--- config.mk ---
export PLATFORM = sky130hd
export DESIGN_NAME = can_rx_data_collector
export DESIGN_NICKNAME = d
export VERILOG_FILES = /design/src/rtl/can_rx_data_collector.sv
export SDC_FILE = /design/constraint.sdc
export NUM_CORES = 1
export LEC_CHECK = 0
export BUFFER_PORTS_ARGS = -buffer_cell sky130_fd_sc_hd__clkbuf_2
export CAP_MARGIN = 10
export CORE_UTILIZATION = 65
export DETAILED_ROUTE_END_ITERATION = 12
export PLACE_DENSITY = 0.86
export SYNTH_ARGS = -nofsm -noshare
export SYNTH_HDL_FRONTEND = slang
export SYNTH_SLANG_ARGS = --single-unit
export TNS_END_PERCENT = 30
--- constraint.sdc ---
create_clock -name clk -period 6.34 [get_ports clk]
set_input_delay 0.951 -clock clk [delete_from_list [all_inputs] [get_ports clk]]
set_output_delay 0.951 -clock clk [all_outputs]
set_load 0.005 [all_outputs]
--- src/rtl/can_rx_data_collector.sv ---
// rtl/can_rx_data_collector.sv - CAN/CAN FD receive data-field collector with 64-byte buffer
module can_rx_data_collector #(
  parameter int MAX_BYTES = 64
) (
  input  logic       clk,
  input  logic       rst_n,
  input  logic       start_i,
  input  logic [6:0] data_len_i,
  input  logic       rtr_i,
  input  logic       bit_valid_i,
  input  logic       bit_i,
  input  logic       abort_i,
  output logic       busy_o,
  output logic       done_o,
  output logic [6:0] byte_cnt_o,
  output logic [6:0] len_o,
  input  logic [5:0] rd_addr_i,
  output logic [7:0] rd_data_o
);

  localparam logic [6:0] MAX_LEN = 7'(MAX_BYTES);

  typedef enum logic [1:0] {
    S_IDLE    = 2'd0,
    S_COLLECT = 2'd1,
    S_DONE    = 2'd2
  } state_t;

  state_t      state;
  state_t      state_nxt;
  logic [7:0]  sr;
  logic [2:0]  bit_cnt;
  logic [6:0]  eff_len;
  logic        bit_take;
  logic        byte_last_bit;
  logic [7:0]  byte_new;
  logic        wr_en;
  logic [7:0]  mem [MAX_BYTES];

  // Effective length: remote frames carry no data, oversize DLC values clamp to the buffer depth
  always_comb begin
    eff_len = 7'd0;
    if (!rtr_i) begin
      eff_len = (data_len_i > MAX_LEN) ? MAX_LEN : data_len_i;
    end
  end

  // A data bit is only accepted while collecting and when nothing of higher priority is present
  always_comb begin
    bit_take      = (state == S_COLLECT) && bit_valid_i && !abort_i && !start_i;
    byte_last_bit = (bit_cnt == 3'd7);
    byte_new      = {sr[6:0], bit_i};
    wr_en         = bit_take && byte_last_bit;
  end

  // State register
  always_ff @(posedge clk or negedge rst_n) begin
    if (!rst_n) begin
      state <= S_IDLE;
    end else begin
      state <= state_nxt;
    end
  end

  // Next-state logic: abort beats start, start beats bit reception
  always_comb begin
    state_nxt = state;
    if (abort_i) begin
      state_nxt = S_IDLE;
    end else if (start_i) begin
      state_nxt = (eff_len == 7'd0) ? S_DONE : S_COLLECT;
    end else begin
      case (state)
        S_IDLE:    state_nxt = S_IDLE;
        S_COLLECT: begin
          if (wr_en && ((byte_cnt_o + 7'd1) == len_o)) begin
            state_nxt = S_DONE;
          end
        end
        S_DONE:    state_nxt = S_IDLE;
        default:   state_nxt = S_IDLE;
      endcase
    end
  end

  // Output decode from the current state
  always_comb begin
    busy_o = 1'b0;
    done_o = 1'b0;
    case (state)
      S_COLLECT: busy_o = 1'b1;
      S_DONE:    done_o = 1'b1;
      default:   ;
    endcase
  end

  // Frame datapath: length latch, byte/bit counters and MSB-first shift register
  always_ff @(posedge clk or negedge rst_n) begin
    if (!rst_n) begin
      len_o      <= 7'd0;
      byte_cnt_o <= 7'd0;
      bit_cnt    <= 3'd0;
      sr         <= 8'd0;
    end else if (abort_i) begin
      // Counters and length are held for the host to inspect; the partial byte is dropped on restart
      len_o      <= len_o;
    end else if (start_i) begin
      len_o      <= eff_len;
      byte_cnt_o <= 7'd0;
      bit_cnt    <= 3'd0;
      sr         <= 8'd0;
    end else if (bit_take) begin
      sr      <= byte_new;
      bit_cnt <= bit_cnt + 3'd1;
      if (byte_last_bit) begin
        byte_cnt_o <= byte_cnt_o + 7'd1;
      end
    end
  end

  // Receive buffer; byte_cnt_o stays below 64 while collecting so six index bits suffice
  always_ff @(posedge clk or negedge rst_n) begin
    if (!rst_n) begin
      for (int i = 0; i < MAX_BYTES; i++) begin
        mem[i] <= 8'd0;
      end
    end else if (wr_en) begin
      mem[byte_cnt_o[5:0]] <= byte_new;
    end
  end

  // Registered read port; a same-edge write is seen one read later
  always_ff @(posedge clk or negedge rst_n) begin
    if (!rst_n) begin
      rd_data_o <= 8'd0;
    end else begin
      rd_data_o <= mem[rd_addr_i];
    end
  end

endmodule

# == After elaboration in Yosys (flattened, before gate mapping) ==
# Cells that the tools add are included.
# classes
n_mul,0
n_addsub,2
n_reduce_logical,14
div_mod_pow,0
n_lt_le_gt_ge,4
mux,22
bitwise_logic,3
shifts,0
eq_ne,5
# op_table
op,count
$bwmux 512,1
$mux 7,7
$bmux 8 s6,1
$demux 8 s6,1
$mux 8,3
$ge 7x7->1 const B,2
$not 6->7,2
$mux 2,5
$add 7x1->7 const B,1
$eq 7x7->1,1
$gt 7x7->1 const B,1
$logic_not 7->1,1
$lt 7x1->1 const B,1
$logic_and 1x1->1,6
$mux 3,2
$ne 4x3->1 const B,1
$reduce_and 2->1,2
$reduce_bool 2->1,2
$add 3x1->3 const B,1
$eq 3x3->1 const B,1
$reduce_and 3->1,1
$eq 2x1->1 const B,1
$eq 2x2->1 const B,1
$logic_not 1->1,2
other kinds (2),3
# word_totals
word_cells,120
regBits,546
output_inout_bits,24
rom_bits,0
latchBits,0
n_memories,0
ram_bits,0

# == Logic depth before layout (Yosys ltp) ==
# Gate-level depths: netlist of the first run.
# depth
depth_word,10
depth_mapped,9
depth_no_buf,7

# == Worst setup path before layout of the first run ==
# No wires, ideal clock.
# synth_timing
kind,input-to-reg
from,in rd_addr_i[1]
to,reg rd_data_o[2]
path_stages,9
n_path_buf,4
required_ns,6.204
path_slack_ns,3.709
arrival_time_ns,2.495
path_cell_list,buf_4 > buf_4 > buf_2 > clkbuf_1 > mux4_2 > mux2i_1 > nand2_1 > o2111ai_1 > o41ai_1
# synth_between
elab_chain_len,4
# synth_lines
element,line,text
"start, declared",17,"input logic [5:0] rd_addr_i,"
$not 6->7 (not written as such),137,rd_data_o <= mem[rd_addr_i];
$bmux 8 s6,137,
$mux 8 (not written as such) (2 in series),137,
"end signal, assigned",137,
"end, declared",18,output logic [7:0] rd_data_o
# Every way passes these cells. The select of a mux whose other input is x is not followed.
# A chain may end at the register's enable or synchronous reset.

# == Final worst setup path of the first run ==
# layout_timing
from,reg bit_cnt[1]
to,reg mem[96] in the netlist's numbering
# layout_between
elab_chain_len,2
# layout_lines
element,line,text
"start, declared",32,logic [2:0] bit_cnt;
"start signal, assigned",114,bit_cnt <= bit_cnt + 3'd1;
$eq 3x3->1,51,byte_last_bit = (bit_cnt == 3'd7);
$logic_and 1x1->1,53,wr_en = bit_take && byte_last_bit;
"end signal, assigned by index",128,mem[byte_cnt_o[5:0]] <= byte_new;
"end, declared",38,logic [7:0] mem [MAX_BYTES];
# Every way passes these cells.

==> results of run 1 <==
-- through the flow --
step | hold slack, ns | cell area, um^2
after CTS | 0.408 | 27300
after global placement | 0.469 | 25500
after global routing | 0.446 | 27300
final | 0.375 | 27300
after detailed placement | 0.477 | 25500
after floorplan | 0.459 | 25000
-- layer usage --
| layer | global-route usage, % | vias up |
|---|---|---|
| met5 | 0 | - |
| li1 | - | 6101 |
| met3 | 7.27 | 124 |
| met4 | 11.5 | 0 |
| met1 | 43.5 | 7812 |
| met2 | 50.0 | 483 |
-- cells in the mapped netlist (all sizes together), types with 3 or more instances --
| master | n | share of area, % |
|---|---|---|
| xnor2 | 6 | 0.21 |
| a22oi | 12 | 0.36 |
| or3b | 3 | 0.10 |
| ha | 3 | 0.15 |
| and2 | 6 | 0.15 |
| nand2 | 53 | 1.1 |
| clkbuf | 84 | 1.3 |
| and3 | 3 | 0.075 |
| a22o | 16 | 0.56 |
| a21oi | 12 | 0.24 |
| a211oi | 5 | 0.17 |
| o21ai | 13 | 0.26 |
| o22a | 8 | 0.28 |
| mux2i | 16 | 0.64 |
| nor2 | 44 | 0.98 |
| o21a | 4 | 0.12 |
| mux4 | 120 | 11 |
| a31oi | 3 | 0.075 |
| dfrtp | 546 | 55 |
| buf | 43 | 1.0 |
| nand2b | 9 | 0.22 |
| o41ai | 6 | 0.21 |
| nor3 | 6 | 0.16 |
| o2111ai | 4 | 0.14 |
| nor3b | 3 | 0.090 |
| nand4 | 4 | 0.10 |
| mux2 | 521 | 23 |
| nor2b | 13 | 0.32 |
| o22ai | 16 | 0.40 |
| a221oi | 4 | 0.14 |
| a221o | 4 | 0.16 |
| or3 | 3 | 0.075 |
| nor4 | 6 | 0.21 |
| o221ai | 8 | 0.28 |
| nand3 | 7 | 0.16 |
| a21o | 5 | 0.15 |
-- worst max-delay path: stages, from the launching register on --
cell      delay, ns
dfrtp_1        0.36
ha_1           0.16
ha_1           0.17
nor2b_1        0.19
and2_1         0.34
nand4b_1       0.88
nor2_2         0.78
mux2_2         0.40
-- state kept, by name, summed over array words and instances (netlist names) --
register,flops
mem,512
rd_data_o,8
byte_cnt_o,7
len_o,7
sr,7
bit_cnt,3
state,2
-- cells by family after synthesis --
group           Yosys count  synth area share (%)
mux                     657                  34.9
flops                   546                  54.6
simple gates            171                  4.12
buf+inv                 127                  2.28
compound gates          124                  3.69
xor+xnor                  8                 0.335
fa+ha+maj                 3                 0.150
-- power breakdown --
part | total (W) | internal [W] | leakage (nW) | switching [W]
clock | 0.00313 | 0.00181 | 0.863 | 0.00132
sequential | 0.00350 | 0.00349 | 7.61 | 0.0000100
combinational | 0.000269 | 0.0000783 | 4.65 | 0.000191
-- cells in the final DEF (no fill, tap or decap), drive strengths merged, types with 7 or more instances in the layout --
cell,count
buf,21
nor2b,13
a21oi,12
nand2,53
a22o,16
o221ai,8
clkinv,9
o22ai,16
clkbuf,124
o21ai,13
nand2b,9
nand3,7
a22oi,12
mux4,120
dfrtp,546
mux2i,16
o22a,8
nor2,44
mux2,521
-- cell type report --
type / instances / area, um^2
sequential: 546 / 13700
multi-input combinational: 963 / 10800
fill: 2283 / 10500
clock buffer: 85 / 1650
tap: 511 / 639
timing repair buffer: 60 / 405
clock inverter: 11 / 87.6
antenna: 1 / 2.50
-- how the worst max path moves through the flow --
stage	endpoint	slack, ns	cells after the start
3_5_place_dp	mem[340]	2.47	6
5_1_grt	mem[103]	2.82	7
6_report	mem[96]	2.94	7
4_1_cts	mem[214]	3.00	7
3_3_place_gp	mem[276]	2.50	6
2_1_floorplan	rd_data_o[2]	3.71	9
==> results.py, run 1 <==
metrics = {
    "run_status": {
        "outcome": "completed",
    },
    "worst_setup_path": {
        "endpoint_kind": "register",
        "r2r_end": "mem[96]",
        "reg2reg_setup_slack_ns": 2.94,
        "worst_setup_path_start_kind": "register",
        "r2r-start": "bit_cnt[1]",
        "critical_path.max_fanout": 8,
        "critPathRequiredTime_ns": 6.82,
        "startpoint": "bit_cnt[1]",
        "path_class": "reg2reg",
        "r2r.worst_path.cells": 7,
        "arrival_ns": 3.88,
    },
    "layout": {
        "finalNetCount": 1648,
        "syn_to_final_growth_pct": 8.93,
        "final_util_pct": 72.2,
        "layoutNonFillerInstCount": 2177,
        "drive_gt1_share_pct": 51.2,
    },
    "clocking": {
        "cts_buffer_depth": 3,
        "clk_pin_slew_ns": 0.06,
        "htreeDepth": 2,
        "cts_tree": "done",
        "clock_latency_ns": 0.60,
        "cts_hold_buf": 0,
        "post-cts-setup-buffers": 0,
        "numCtsBuffers": 54,
        "cts_root_buf": "clkbuf_16",
        "cts.sinks": 546,
        "cts.repair.resized": 0,
    },
    "routing": {
        "dr_wl_met2_um": 28500,
        "final_antenna_net_count": 0,
        "drt_iter0_markers": 1222,
        "dr.pass1.iters": 6,
        "routed.top_layer": "met4",
        "drcViolationCount": 0,
        "num_vias": 14500,
        "wl_met3_um": 4030,
        "routed_wirelength_um": 58400,
        "met1Wirelength_um": 23900,
        "drt-wirelength-per-cell_um": 26.8,
        "viasPerCell": 6.67,
    },
    "place": {
        "dp_slack_ns": 2.47,
        "portBuffers": 43,
        "place.gp.congestion": 0.830,
        "place_hpwl_um": 35600,
        "place_inst": 2080,
    },
    "synthesis": {
        "async_flop_share_pct": 100,
        "ys_ff_latch": 546,
        "syn_area_per_cell_um2": 15.3,
        "synth_enable_flop_cells": 0,
        "syn_nets": 1659,
        "yosys.cell_types.count": 61,
        "ys_seq_area_share_pct": 54.6,
        "synth_cells": 1636,
        "ys.flop_type": "dfrtp_1",
        "synthesis.area_um2": 25000,
        "yosysWarnings": 0,
    },
    "sta": {
        "tns_ns": 0,
        "fin_skew_ns": 0.0226,
        "setup_ws_ns": 2.94,
        "rsz0062_at_grt": "no",
        "maxSlewViolCount": 0,
        "tightest_slew_ns": 1.13,
        "fmax_mhz": 294,
        "min_period_over_period_pct": 53.6,
        "min_period_ns": 3.40,
        "relSlewSlack_pct": 24.2,
        "hold_viol": 0,
        "setup_violations": 0,
    },
    "power_and_ir_drop": {
        "p_per_area_nw_per_um2": 253,
        "p_leak_nw": 13.1,
        "vdd_drop_max_uv": 227,
        "power.total_w": 0.00691,
    },
    "global_routing": {
        "grt_pass1_vias": 15500,
        "grt_max_degree": 170,
        "grt_antenna_before_repair": 2,
        "grt_pass1_wl_um": 92800,
        "grt_util_all_layers_pct": 31.7,
        "grt_overflow_total": 0,
    },
    "job": {
        "maxCapViolations": 0,
    },
    "min_path": {
        "hold_path_class": "in2async",
    },
    "floorplan": {
        "ios": 44,
        "dieArea_um2": 39300,
        "die_height_um": 198,
        "start_util_pct": 66.3,
        "rows": 71,
        "core_um2": 37800,
        "die_w_um": 198,
    },
}
(Power assumes the default switching activity.)
==> inputs of run 2 (changes only) <==
--- a/config.mk
+++ b/config.mk
@@ -5,11 +5,12 @@
 export SDC_FILE = /design/constraint.sdc
 export NUM_CORES = 1
 export LEC_CHECK = 0
+export ABC_AREA = 1
 export BUFFER_PORTS_ARGS = -buffer_cell sky130_fd_sc_hd__clkbuf_2
 export CAP_MARGIN = 10
-export CORE_UTILIZATION = 65
+export CORE_UTILIZATION = 57
 export DETAILED_ROUTE_END_ITERATION = 12
-export PLACE_DENSITY = 0.86
+export PLACE_DENSITY = 0.8
 export SYNTH_ARGS = -nofsm -noshare
 export SYNTH_HDL_FRONTEND = slang
 export SYNTH_SLANG_ARGS = --single-unit
==> constraint.sdc (replaced) <==
create_clock -name clk -period 2.9 [get_ports clk]
set_input_delay 0.435 -clock clk [delete_from_list [all_inputs] [get_ports clk]]
set_output_delay 0.435 -clock clk [all_outputs]
set_load 0.005 [all_outputs]
==> results.py, run 2 <==
metrics = {
    "clocking": {
        "cts.sinks": 546,
        "cts.repair.resized": 0,
        "htreeDepth": 2,
        "cts_tree": "done",
        "numCtsBuffers": 55,
        "post-cts-setup-buffers": 0,
        "clk_pin_slew_ns": 0.06,
        "cts_root_buf": "clkbuf_16",
        "clock_latency_ns": 0.62,
        "cts_buffer_depth": 3,
    },
    "power_and_ir_drop": {
        "p_per_area_nw_per_um2": 567,
        "power.total_w": 0.0156,
        "vdd_drop_max_uv": 538,
        "p_leak_nw": 12.3,
    },
    "global_routing": {
        "grt_overflow_total": 0,
        "grt_util_all_layers_pct": 33.0,
        "grt_pass1_wl_um": 115000,
        "grt_antenna_before_repair": 3,
        "grt_pass1_vias": 21700,
        "grt_max_degree": 147,
    },
    "layout": {
        "regMostFlops": "mem",
        "drive_gt1_share_pct": 6.78,
        "finalNetCount": 3140,
        "top_regs": "mem: 512 flops, rd_data_o: 8 flops",
        "final_common_cell": "nand2_1",
        "syn_to_final_growth_pct": 10.6,
        "largest_reg_flops": 512,
        "mostFrequentLayoutCells": "nand2_1, dfrtp_1, o21ai_0",
    },
    "floorplan": {
        "rows": 76,
        "start_util_pct": 57.8,
        "ios": 44,
        "die_w_um": 211,
        "dieArea_um2": 44500,
        "die_height_um": 211,
        "core_um2": 43100,
    },
    "synthesis": {
        "yosysWarnings": 0,
        "synthesis.area_um2": 24900,
        "synth_enable_flop_cells": 0,
        "ys_ff_latch": 546,
        "yosys.cell_types.count": 22,
        "synth_top_area_share_pct": 54.8,
        "synth_top_cells_by_area": "dfrtp_1, nand2_1, o21ai_0",
        "syn_area_per_cell_um2": 7.83,
        "synthTopCellsByCount": "nand2_1, dfrtp_1, o21ai_0",
        "ys.flop_type": "dfrtp_1",
        "ys_seq_area_share_pct": 54.8,
        "synth_top_cell_by_area": "dfrtp_1",
        "post-synth-top-count-cell": "nand2_1",
        "synth_cells": 3181,
        "syn_nets": 3204,
        "async_flop_share_pct": 100,
    },
    "routing": {
        "final_antenna_net_count": 0,
        "num_vias": 22300,
        "drcViolationCount": 0,
        "drt-wirelength-per-cell_um": 19.0,
        "routed_wirelength_um": 71000,
        "dr.pass1.iters": 8,
        "drt_iter0_markers": 2715,
        "viasPerCell": 5.96,
    },
    "min_path": {
        "hold_path_class": "in2reg",
        "hold_depth": 3,
        "holdPathEnd": "len_o[0]",
        "hp-start": "data_len_i[0]",
    },
    "worst_setup_path": {
        "reg2reg_setup_slack_ns": 0.45,
        "path_class": "reg2reg",
        "cpMaxStageDelayCell": "dfrtp_1",
        "r2r.worst_path.cells": 10,
        "critical_path.max_fanout": 16,
        "slowest_delay_ns": 0.37,
        "r2r-start": "bit_cnt[0]",
        "arrival_ns": 2.91,
        "r2r_end": "mem[126]",
        "worst_setup_path_start_kind": "register",
        "path_cells": "ha_1 -> ha_1 -> inv_1 -> nor3_4 -> nand2_1 -> nor3_4 -> buf_4 -> nand2_1 -> nand2_1 -> o21ai_0",
        "path_common_cell": "nand2_1",
        "worst-path-buf-inv": 2,
        "endpoint_kind": "register",
        "critPathRequiredTime_ns": 3.37,
        "crit_family": "simple AND/OR/NAND/NOR gates",
    },
    "sta": {
        "hold_viol": 0,
        "relSlewSlack_pct": 43.6,
        "tns_ns": 0,
        "maxSlewViolCount": 0,
        "fin_skew_ns": 0.0183,
        "tightest_slew_ns": 0.845,
        "min_period_ns": 2.45,
        "setup_violations": 0,
        "min_period_over_period_pct": 84.4,
        "fmax_mhz": 408,
        "rsz0062_at_grt": "no",
    },
    "place": {
        "place_hpwl_um": 43300,
        "place.gp.congestion": 0.958,
        "portBuffers": 43,
    },
    "job": {
        "maxCapViolations": 0,
    },
    "run_status": {
        "outcome": "completed",
    },
}
run 2: changes by cell type in the layout (fill, tap and decap cells not counted), moves of 39 or more:
| cell | before | now |
|---|---|---|
| mux2_2 | 515 | 0 |
| mux4_2 | 120 | 0 |
| nand3_1 | 6 | 454 |
| nor2_1 | 12 | 63 |
| buf_4 | 15 | 57 |
| o21ai_0 | 13 | 524 |
| inv_1 | 0 | 39 |
| nand2_1 | 27 | 1269 |
run 2: cell type report:
cell class	instances	area, um^2
Sequential cell	546	13700
Inverter	50	198
Multi-Input combinational cell	2346	10200
Antenna cell	1	2.50
Fill cell	3573	15500
Clock inverter	17	188
Tap cell	585	732
Clock buffer	79	1580
Timing Repair Buffer	118	1020
run 2: repair_timing:
item | in CTS | in global routing
hold endpoints to repair | 65 | 0
setup endpoints to repair | 0 | 0
hold buffers | 1 | 0
run 2: logic make-up (layout without fill, tap and decap cells):
logic type	count (synthesis)	after routing	synth area share, %
AOI/OAI and AO/OA	539	539	10.9
xor gates and xnor gates	2	2	0.0703
adders and majority gates	3	3	0.151
buffers and inverters	289	264	4.37
DFF	546	546	54.8
other	0	1	0
and+or+nand+nor	1802	1802	29.6
run 2: worst reg2reg max path, cell delays in order, from the launching register on:
cell     delay [ns]
dfrtp_1        0.37
ha_1           0.17
ha_1           0.15
inv_1          0.07
nor3_4         0.31
nand2_1        0.16
nor3_4         0.21
buf_4          0.27
nand2_1        0.32
nand2_1        0.18
o21ai_0        0.10
run 2: stage by stage:
step / setup slack [ns] / hold WS [ns] / cells / instance area [um^2] / util, %
floorplan: 0.969 / 0.139 / 3181 / 24900 / -
CTS: 0.475 / 0.0688 / 3741 / 27500 / 63.9
detailed placement: 0.524 / 0.473 / 3644 / 25800 / 59.8
finish: 0.452 / 0.0960 / 3742 / 27500 / 63.9
global route: 0.260 / 0.106 / 3742 / 27500 / 63.9
global placement: 0.631 / 0.463 / 3644 / 25800 / 59.8
run 2: routing by layer:
layer / vias up / share of wire [%] / global-route usage, %
li1: 10300 / - / -
met1: 10700 / 40 / 44.6
met2: 1064 / 46 / 51.2
met3: 217 / 9.4 / 7.12
met4: 0 / 4.5 / 15.3
met5: - / 0 / 0
run 2: report_power, final:
part | total (W) | switching [W] | leakage [nW] | internal [W]
logic | 0.000905 | 0.000676 | 3.83 | 0.000229
clock network | 0.00703 | 0.00300 | 0.868 | 0.00402
registers | 0.00768 | 0.0000268 | 7.61 | 0.00765
run 2: worst max path at each step:
stage                           from       end  slack, ns  cells after the start
final                     bit_cnt[0]  mem[126]       0.45                     10
after global routing      bit_cnt[0]  mem[121]       0.26                     10
after CTS                 bit_cnt[0]  mem[126]       0.48                     10
after detailed placement  bit_cnt[0]  mem[441]       0.52                     10
after global placement       abort_i  mem[250]       0.63                     10
after floorplan           bit_cnt[0]  mem[445]       0.97                     10
==> inputs of run 3 (changes only) <==
--- a/config.mk
+++ b/config.mk
@@ -8,9 +8,9 @@
 export ABC_AREA = 1
 export BUFFER_PORTS_ARGS = -buffer_cell sky130_fd_sc_hd__clkbuf_2
 export CAP_MARGIN = 10
-export CORE_UTILIZATION = 57
+export CORE_UTILIZATION = 63
 export DETAILED_ROUTE_END_ITERATION = 12
-export PLACE_DENSITY = 0.8
+export PLACE_DENSITY = 0.84
 export SYNTH_ARGS = -nofsm -noshare
 export SYNTH_HDL_FRONTEND = slang
 export SYNTH_SLANG_ARGS = --single-unit
==> constraint.sdc (replaced) <==
create_clock -name clk -period 2.3 [get_ports clk]
set_input_delay 0.345 -clock clk [delete_from_list [all_inputs] [get_ports clk]]
set_output_delay 0.345 -clock clk [all_outputs]
set_load 0.005 [all_outputs]
==> results.py, run 3 (synthesized netlist as in run 2, its figures left out) <==
metrics = {
    "power_and_ir_drop": {
        "vdd_drop_max_uv": 655,
        "p_leak_nw": 12.6,
        "p_per_area_nw_per_um2": 712,
    },
    "floorplan": {
        "core_um2": 38800,
        "die_height_um": 201,
        "start_util_pct": 64.2,
        "dieArea_um2": 40300,
        "die_w_um": 201,
        "rows": 72,
        "ios": 44,
    },
    "sta": {
        "fmax_mhz": 462,
        "hold_viol": 0,
        "holdWs_ns": 0.0192,
        "fin_skew_ns": 0.0170,
        "setup_ws_ns": 0.136,
        "tightest_slew_ns": 1.11,
        "min_period_over_period_pct": 94.1,
        "relSlewSlack_pct": 25.9,
        "min_period_ns": 2.16,
        "maxSlewViolCount": 0,
        "setup_violations": 0,
    },
    "routing": {
        "drt_iter0_markers": 2974,
        "viasPerCell": 6.12,
        "drt-wirelength-per-cell_um": 19.2,
        "num_vias": 22800,
        "routed_wirelength_um": 71500,
        "dr.pass1.iters": 6,
        "final_antenna_net_count": 0,
        "drcViolationCount": 0,
    },
    "global_routing": {
        "grt_antenna_before_repair": 1,
        "globalRouteMet3Util_pct": 7.81,
        "met2_usage_pct": 55.8,
        "grt_pass1_vias": 21800,
        "busiest_layer": "met2",
        "grt_overflow_total": 0,
        "grt_pass1_wl_um": 115000,
        "grt_max_degree": 76,
        "met1_usage_pct": 49.9,
        "grt_util_all_layers_pct": 36.2,
    },
    "worst_setup_path": {
        "worst_setup_path_start_kind": "register",
        "r2r-start": "bit_cnt[0]",
        "cpMaxStageDelayCell": "dfrtp_1",
        "worst-path-buf-inv": 2,
        "critical_path.max_fanout": 16,
        "path_class": "reg2reg",
        "path_cells": "ha_1 -> ha_1 -> inv_1 -> nor3_4 -> nand2_1 -> nor3_4 -> buf_12 -> nand2_2 -> nand2_1 -> o21ai_0",
        "endpoint_kind": "register",
        "startpoint": "bit_cnt[0]",
        "slowest_delay_ns": 0.37,
        "arrival_ns": 2.65,
        "crit_family": "simple AND/OR/NAND/NOR gates",
        "critPathRequiredTime_ns": 2.78,
    },
    "min_path": {
        "hold_path_class": "in2reg",
        "hp-start": "data_len_i[4]",
    },
    "job": {
        "maxCapViolations": 0,
    },
    "clocking": {
        "numCtsBuffers": 56,
        "clk_pin_slew_ns": 0.06,
        "clock_latency_ns": 0.63,
        "cts.sinks": 546,
        "cts_tree": "done",
        "cts_root_buf": "clkbuf_16",
        "htreeDepth": 2,
        "cts_buffer_depth": 3,
    },
    "layout": {
        "layoutNonFillerInstCount": 3722,
        "final_cell_area_um2": 28000,
        "finalNetCount": 3183,
        "drive_gt1_share_pct": 8.43,
        "top_regs": "mem: 512 flops, rd_data_o: 8 flops",
        "regMostFlops": "mem",
        "mostFrequentLayoutCells": "nand2_1, dfrtp_1, o21ai_0",
        "syn_to_final_growth_pct": 12.5,
        "largest_reg_flops": 512,
        "final_common_cell": "nand2_1",
    },
    "place": {
        "place_inst": 3616,
        "placed_area_um2": 26100,
        "place_hpwl_um": 42700,
        "dp_slack_ns": 0.0616,
        "place.gp.congestion": 0.914,
        "portBuffers": 43,
    },
    "run_status": {
        "outcome": "completed",
    },
}
[run 3: what timing repair did]
item	4_1_cts	5_1_grt
resized for setup	2	7
setup buffers	0	2
setup endpoints to repair	3	117
endpoints found under the hold margin	75	0
hold buffers	2	0
pin swaps	0	2
gates cloned	0	0
[run 3: area by class of cell]
| class | instances | area, um^2 |
|---|---|---|
| Clock buffer | 84 | 1680 |
| Antenna cell | 1 | 2.50 |
| Timing Repair Buffer | 160 | 1480 |
| Multi-Input combinational cell | 2346 | 10200 |
| Tap cell | 518 | 648 |
| Inverter | 50 | 195 |
| Fill cell | 2826 | 10800 |
| Sequential cell | 546 | 13700 |
| Clock inverter | 17 | 170 |
[run 3: tightest hold or removal path, delay by kind of cell]
kind,cells,cell delay [ns]
AND/OR/NAND/NOR,2,0.15
buffers and inverters,1,0.10
[run 3: stage by stage]
stage | power, W | setup TNS (ns) | util (%)
after global routing | 0.0205 | -0.0315 | 72.2
after global placement | 0.0110 | 0 | 67.3
after CTS | 0.0200 | 0 | 72.1
after detailed placement | 0.0110 | 0 | 67.3
final | 0.0200 | 0 | 72.2
after floorplan | 0.0104 | 0 | -
[run 3: routing by layer]
| metal | vias to the layer above | share of wire, % |
|---|---|---|
| met3 | 229 | 11 |
| li1 | 10400 | - |
| met4 | 0 | 4.3 |
| met5 | - | 0 |
| met2 | 1327 | 45 |
| met1 | 10900 | 39 |
[run 3: path summary, 6_finish.rpt]
path / cells past startpoint / end / slack, ns
min in group asynchronous: 2 / mem[268] / 0.22
max: 10 / mem[376] / 0.14
max reg2reg: 10 / mem[376] / 0.14
max in group asynchronous: 3 / mem[434] / 1.16
min reg2reg: 1 / bit_cnt[0] / 0.48
min: 3 / len_o[4] / 0.02
[run 3: power breakdown]
part	total, W	leakage, nW	internal, W	switching (W)
Sequential	0.00967	7.61	0.00964	0.0000243
Combinational	0.00117	4.06	0.000305	0.000867
Clock	0.00912	0.919	0.00535	0.00378
